==> config.mk <==
export PLATFORM = sky130hd
export DESIGN_NAME = pcp_vector_packer
export DESIGN_NICKNAME = d
export VERILOG_FILES = /design/src/rtl/pcp_vector_packer.sv
export SDC_FILE = /design/constraint.sdc
export NUM_CORES = 1
export LEC_CHECK = 0
export ABC_AREA = 1
export BUFFER_PORTS_ARGS = -buffer_cell sky130_fd_sc_hd__buf_4
export CAP_MARGIN = 20
export CORE_AREA = 2 2 414 416
export CTS_CLUSTER_DIAMETER = 40
export DETAILED_ROUTE_END_ITERATION = 10
export DIE_AREA = 0 0 416 418
export PLACE_DENSITY = 0.34
export RECOVER_POWER = 50
export SLEW_MARGIN = 20
export SYNTH_ARGS = -nofsm -noshare
export SYNTH_HDL_FRONTEND = slang
export SYNTH_SLANG_ARGS = --single-unit
==> constraint.sdc <==
create_clock -name aclk -period 2.46 [get_ports aclk]
set_clock_uncertainty 0.05 [all_clocks]
set_input_delay 0.246 -clock aclk [delete_from_list [all_inputs] [get_ports aclk]]
set_output_delay 0.246 -clock aclk [all_outputs]
set_load 0.01 [all_outputs]
==> src/rtl/pcp_vector_packer.sv <==
// pcp_vector_packer: gathers (index, value) pairs into one PCP vector and drains it in index order.
// A malformed vector is dropped whole and counted; the rest of its frame is flushed up to tlast.
module pcp_vector_packer #(
    parameter int DATA_W  = 512,
    parameter int VEC_LEN = 12
) (
    input  logic              aclk,
    input  logic              aresetn,
    input  logic [DATA_W-1:0] s_axis_tdata,
    input  logic              s_axis_tvalid,
    input  logic              s_axis_tlast,
    output logic              s_axis_tready,
    output logic [DATA_W-1:0] m_axis_tdata,
    output logic              m_axis_tvalid,
    output logic              m_axis_tlast,
    input  logic              m_axis_tready,
    output logic [15:0]       vec_count,
    output logic [15:0]       err_count,
    output logic              err_pulse
);
    localparam int IW = VEC_LEN > 1 ? $clog2(VEC_LEN) : 1;
    localparam int CW = $clog2(VEC_LEN + 1);
    localparam logic [7:0] VL8 = 8'(VEC_LEN);
    localparam logic [CW-1:0] LASTP = CW'(VEC_LEN - 1);
    localparam logic [IW-1:0] LASTI = IW'(VEC_LEN - 1);
    typedef enum logic [1:0] {IDX, VAL, DRAIN, FLUSH} state_t;
    state_t state;
    logic [IW-1:0] idx_r, drn, rd;
    logic [CW-1:0] pair_cnt;
    logic [2**IW-1:0] vld;
    logic [7:0] vbuf [2**IW];
    logic [7:0] sbyte, rd_val;
    logic [DATA_W-1:0] beat;
    logic s_fire, m_fire, final_pair, idx_bad, err;
    logic unused_hi;
    assign sbyte      = s_axis_tdata[7:0];
    assign unused_hi  = ^s_axis_tdata[DATA_W-1:8];
    assign s_fire     = s_axis_tvalid && s_axis_tready;
    assign m_fire     = m_axis_tvalid && m_axis_tready;
    assign final_pair = pair_cnt == LASTP;
    assign idx_bad    = (sbyte >= VL8) || vld[sbyte[IW-1:0]];
    assign err        = s_fire && (state == IDX ? (s_axis_tlast || idx_bad)
                                                : state == VAL && (s_axis_tlast != final_pair));
    // Beat 0 is loaded while the final value is still being written, so bypass it.
    assign rd     = state == DRAIN ? drn + 1'b1 : '0;
    assign rd_val = (state == VAL && idx_r == rd) ? sbyte : vbuf[rd];
    assign beat   = DATA_W'({rd_val, 8'(rd)});
    always_ff @(posedge aclk) begin
        if (state == VAL && s_fire && !err) vbuf[idx_r] <= sbyte;
    end
    always_ff @(posedge aclk or negedge aresetn) begin
        if (!aresetn) begin
            state         <= IDX;
            idx_r         <= '0;
            drn           <= '0;
            pair_cnt      <= '0;
            vld           <= '0;
            s_axis_tready <= 1'b0;
            m_axis_tvalid <= 1'b0;
            m_axis_tlast  <= 1'b0;
            m_axis_tdata  <= '0;
            vec_count     <= '0;
            err_count     <= '0;
            err_pulse     <= 1'b0;
        end else begin
            err_pulse     <= err;
            s_axis_tready <= state != DRAIN;
            if (err) begin
                err_count <= err_count + 16'd1;
                vld       <= '0;
                pair_cnt  <= '0;
                state     <= s_axis_tlast ? IDX : FLUSH;
            end else begin
                case (state)
                    IDX: if (s_fire) begin
                        idx_r <= sbyte[IW-1:0];
                        state <= VAL;
                    end
                    VAL: if (s_fire) begin
                        vld[idx_r] <= 1'b1;
                        pair_cnt   <= pair_cnt + 1'b1;
                        state      <= final_pair ? DRAIN : IDX;
                        if (final_pair) begin
                            s_axis_tready <= 1'b0;
                            m_axis_tvalid <= 1'b1;
                            m_axis_tdata  <= beat;
                            m_axis_tlast  <= rd == LASTI;
                            drn           <= '0;
                        end
                    end
                    DRAIN: if (m_fire) begin
                        if (m_axis_tlast) begin
                            m_axis_tvalid <= 1'b0;
                            m_axis_tlast  <= 1'b0;
                            vld           <= '0;
                            pair_cnt      <= '0;
                            vec_count     <= vec_count + 16'd1;
                            s_axis_tready <= 1'b1;
                            state         <= IDX;
                        end else begin
                            drn          <= rd;
                            m_axis_tdata <= beat;
                            m_axis_tlast <= rd == LASTI;
                        end
                    end
                    FLUSH: if (s_fire && s_axis_tlast) state <= IDX;
                endcase
            end
        end
    end
endmodule
After elaboration in Yosys (flattened, before gate mapping):

Memory sizes are Yosys's and may differ from the RTL's.
Index checks and enable logic that the tools add are counted.

* $mul: 0
* eq/ne operators: 18
* multiplexer cells: 54
* shift operators: 0
* add/sub/neg operators: 4
* divide/modulo/power cells: 0
* bitwise logic cells: 2
* reduce and logical (&&, ||, !) cells: 22
* $lt $le $gt $ge: 4

Operators with widths (count)
* 512-bit two-way mux: 4
* 512-bit case mux with 2 select lines: 1
* 16-bit two-way mux: 4
* 4-bit two-way mux: 9
* 16-bit by 1-bit adder with 16-bit output (second input constant): 2
* 16-bit case mux with 2 select lines: 1
* 1-bit two-way mux: 18
* 2-bit two-way mux: 8
* 16-bit bitwise OR: 1
* 4-bit case mux with 2 select lines: 2
* 3-bit != test (second input constant): 5
* 2-bit != test (second input constant): 6
* 6-bit AND reduction: 2
* 4-bit by 5-bit < comparator with 1-bit output (second input constant): 2
* 5-bit AND reduction: 2
* 1-bit logical AND: 9
* 4-bit by 1-bit adder with 4-bit output (second input constant): 2
* 4-bit == test (second input constant): 2
* 8-bit by 4-bit >= comparator with 1-bit output (second input constant): 1
* 8-bit two-way mux: 1
* 2-bit case mux with 4 select lines: 1
* 4-bit AND reduction: 2
* 1-bit case mux with 2 select lines: 3
* 1-bit binary-select mux with 4-bit select: 1
* 13 further kinds: 15

* input port bits: 517
* bits in writable memories: 128
* bits in read-only memories: 0
* memories: 1
* bits in latches: 0
* logic and storage cells: 117
* bits in registers: 578

Memory list
* vbuf: depth 16, width 8, rd ports 1, clocked after memory_dff 0, write ports 1, line 31 `logic [7:0] vbuf [2**IW];`

Logic depth before layout (Yosys ltp):

* word-level depth: 10
* depth in mapped cells: 16
* mapped depth without buffers: 14

Worst setup path before layout:

OpenSTA, ideal clock, no wires.

* kind: reg2reg
* from: register state[0]
* to: memory vbuf[6][0] (enable)
* stages on the path, launching flop included: 11
* clock period less this slack: 2.268 ns
* library setup time: 0.383 ns
* required time: 2.027 ns
* arrival time: 1.835 ns
* slack: 0.192 ns
* cell sequence: dfrtp_1 inv_1 ha_1 nand3b_1 nor2_1 nand2_1 inv_1 nand3_2 nand2_1 nand3_2 nor3_1

* cells in the longest elaborated chain, start to end: 8
* elaborated cells between the ends (all ways): 10
* classes of those cells: eq/ne: 1; mux: 3; reduce/logical: 6

Ends and longest elaborated chain
* from (decl): line 27 `state_t state;`
* from (signal assigned): line 72 `state <= s_axis_tlast ? IDX : FLUSH;`
* from (signal assigned): line 82 `state <= final_pair ? DRAIN : IDX;`
* 2-bit by 1-bit == test with 1-bit output: line 43, 49
* 1-bit logical AND: line 43 `: state == VAL && (s_axis_tlast != final_pair));`
* 1-bit two-way mux: line 42 `assign err = s_fire && (state == IDX ? (s_axis_tlast || idx_bad)`
* 1-bit logical AND: line 42
* 1-bit logical NOT: line 49 `if (state == VAL && s_fire && !err) vbuf[idx_r] <= sbyte;`
* 1-bit logical AND *: line 49
* 1-bit two-way mux *: line 49
* 1-bit two-way mux (not written as such) *: line 49
* to (decl): line 31

Mark *: on every way between the ends. The rest lies on a longest branch, timed or not.

Worst setup path in the final report:

* from: register state[0]
* to: memory vbuf[10][5] (enable)

The elaborated chain is that of the path after synthesis.

==> reports/metrics.yaml <==
path_buf_inv: 4
drt_iter0_drc: 339
via_per_inst: 2.13
placement_rows: 151
hp-class: "in2reg"
nets: 2095
synthArstFlopShare: 0.354
firstDrtPassIters: 5
final.setup.worst_slack_ns: 0.190
drc: 0
grt-ovfl-total: 0
slew_headroom: 0.292
io_pins: 1065
synth_edf_count: 128
crit_family: "buffers and inverters"
yosys-top-cells-count: "buf_4, nand2_1, nor2_1, edfxtp_1, o21ai_0"
ir_drop_v: 0.000387
cts_sinks: 198
cts_tree: "yes"
p_comb_frac: 0.372
final.fill_count: 19584
post_synth.cell_area_avg_um2: 8.95
ys_types: 41
syn_inst: 1461
switching_share: 0.409
syn_area_um2: 13100
syn2layout_area_growth_pct: 16.4
grt_pass1_wl_um: 46300
synth.top_cell.area_share: 0.294
synthFlopType: "edfxtp_1"
vias: 8091
synth_most_common_cell: "buf_4"
antenna_found_initial: 5
critPathLaunchType: "flop"
path_cells: "buf_4, ha_2, inv_2, nor3_2, a21oi_1, nand2_1, nand2_1, nand3_2, buf_12, nor3_1, buf_4"
cts_inserted_buffers: 17
start_util: 0.0773
wl_per_cell_um: 8.70
clkTransAtPathRegs_ns: 0.08
power_density_nw_per_um2: 728
intPower_w: 0.00655
power_frac_seq: 0.374
maxCapViolCount: 0
wirelength_um: 33100
end_kind: "flop"
final_util: 0.0900
die-width_um: 416
slowest_stage: "dfrtp_1"
layout-drive-gt1-share: 0.0948
worstMarginPinSlew_ns: 1.06
p_switching_w: 0.00453
crit_fanout: 16
die_h_um: 418
die-area_um2: 174000
antenna_left: 0
yosysTopAreaCell: "edfxtp_1"
dp_slack_ns: 0.0419
io_buffer_count: 60
period_minus_slack_ns: 2.27
hpwl_um: 24400
fin_setup_tns_ns: 0
synth_warnings: 0
hold_viol_final: 0
synth_seq_area_share: 0.428
clkPwrFrac: 0.254
gp_congestion: 0.702
cts.path.max_buffers: 2
rsz0062_at_grt: "false"
ys_ff_latch: 198
status: "completed"
htreeDepth: 4
arrival_ns: 2.41
cts_root_buffer: "clkbuf_16"
yosys-top-cells-area: "edfxtp_1, buf_4, dfrtp_1"
slew_violations: 0
clock_latency_ns: 0.49
path_class: "reg2reg"
period_share: 0.923
grt_pass1_vias: 7011
max_freq_ghz: 0.440
grt_start_max_net_pins: 38
gr-usage-all-layers: 0.0358
design.core.area_um2: 169000
setup_viol: 0
worst_ep_required_time_ns: 2.60
p_leak_nw: 6.16
critPathMaxStageDelay_ns: 0.38
cell type report:
class / instances / area [µm²] / share of cell area
inverters: 82 / 318 / 0.0209
flip-flops and latches: 198 / 5600 / 0.368
clock inverters: 15 / 133 / 0.00872
clock buffers: 17 / 425 / 0.0280
diodes: 1 / 2.50 / 0.000164
multi-input cells: 1140 / 5010 / 0.330
repair buffers: 131 / 953 / 0.0627
well taps: 2218 / 2780 / 0.182
power groups by stage:
stage | Combinational, W | Sequential [W] | Clock, W
floorplan | 0.00326 | 0.00424 | 0
detailed placement | 0.00424 | 0.00422 | 0
finish | 0.00412 | 0.00415 | 0.00281
CTS | 0.00427 | 0.00416 | 0.00292
global route | 0.00469 | 0.00420 | 0.00305
global placement | 0.00428 | 0.00422 | 0
through the flow:
stage          power [W]  hold slack, ns  cell area (µm²)  cells
2_1_floorplan    0.00750         -0.0996            14900   1960
3_3_place_gp     0.00851           0.238            14700   3761
6_report          0.0111           0.100            15200   3802
3_5_place_dp     0.00847           0.236            14700   3761
4_1_cts           0.0113          0.0220            15300   3795
5_1_grt           0.0119          0.0959            15200   3801
final timing paths:
| check | startpoint | end | slack (ns) | cells past startpoint |
|---|---|---|---|---|
| max in group asynchronous | aresetn | m_axis_tdata[12]$_DFFE_PN0P_ | 0.59 | 3 |
| worst min register to register | m_axis_tdata[14]$_DFFE_PN0P_ | m_axis_tdata[14]$_DFFE_PN0P_ | 0.44 | 2 |
| worst min-delay path | s_axis_tdata[2] | idx_r[2]$_DFFE_PN0P_ | 0.10 | 3 |
| worst max-delay path | state[0]$_DFFE_PN0P_ | vbuf[10][5]$_DFFE_PP_ | 0.19 | 11 |
| min in group asynchronous | aresetn | err_count[15]$_DFFE_PN0N_ | 0.43 | 2 |
| worst max register to register | state[0]$_DFFE_PN0P_ | vbuf[10][5]$_DFFE_PP_ | 0.19 | 11 |
worst reg2reg max path: cells and delay by family (launching register included):
family / cells / cell delay, ns
fa+ha+maj: 1 / 0.20
flops: 1 / 0.38
simple gates: 5 / 0.56
compound gates: 1 / 0.13
buf+inv: 4 / 0.66
timing repair:
action	CTS	global route
setup endpoints to repair	0	66
resized for setup	0	2
setup buffers	0	6
hold buffers	2	0
hold endpoints to repair	35	0
sequential cells by signal, summed over array words and instances (netlist names):
| name | cells |
|---|---|
| vld | 12 |
| m_axis_tlast | 1 |
| vbuf | 128 |
| pair_cnt | 4 |
| drn | 3 |
| state | 2 |
| idx_r | 4 |
| err_count | 16 |
| s_axis_tready | 1 |
| m_axis_tvalid | 1 |
| vec_count | 16 |
| err_pulse | 1 |
| m_axis_tdata | 9 |
cells by family after synthesis:
| kind of cell | Yosys count | share of synthesized area |
|---|---|---|
| xor+xnor | 24 | 0.0167 |
| compound gates | 139 | 0.0609 |
| simple gates | 469 | 0.155 |
| buf+inv | 622 | 0.332 |
| flops | 198 | 0.428 |
| fa+ha+maj | 8 | 0.00766 |
| other cells | 1 | 0.000287 |
cell usage in the layout (no fill, tap or decap), types with 3 or more instances in the layout:
cell type     n
nand3_1      67
nor4_1        3
nand2_1     230
o21ai_1      12
clkbuf_16    17
nor2_1      131
o21ai_0      74
xor2_1       15
inv_6         4
nand4_1       5
edfxtp_1    128
inv_8         4
o211ai_1     34
nor3_2        3
buf_4        80
dfrtp_1      70
nand3_4       3
inv_2         5
buf_12        9
a21oi_1      16
nor3_1       12
clkbuf_1     38
clkinvlp_4    3
xnor2_1       8
ha_1          7
nand2_4       3
inv_1        73
clkinv_2      4
conb_1      500
layer usage:
metal / share of wire / global-route usage / up-vias
met2: 0.49 / 0.0582 / 295
met4: 0.014 / 0.00912 / 0
met1: 0.44 / 0.0462 / 3818
met5: 0 / 0 / -
met3: 0.051 / 0.0101 / 33
li1: - / - / 3945
Power figures use the tool's default switching activity.
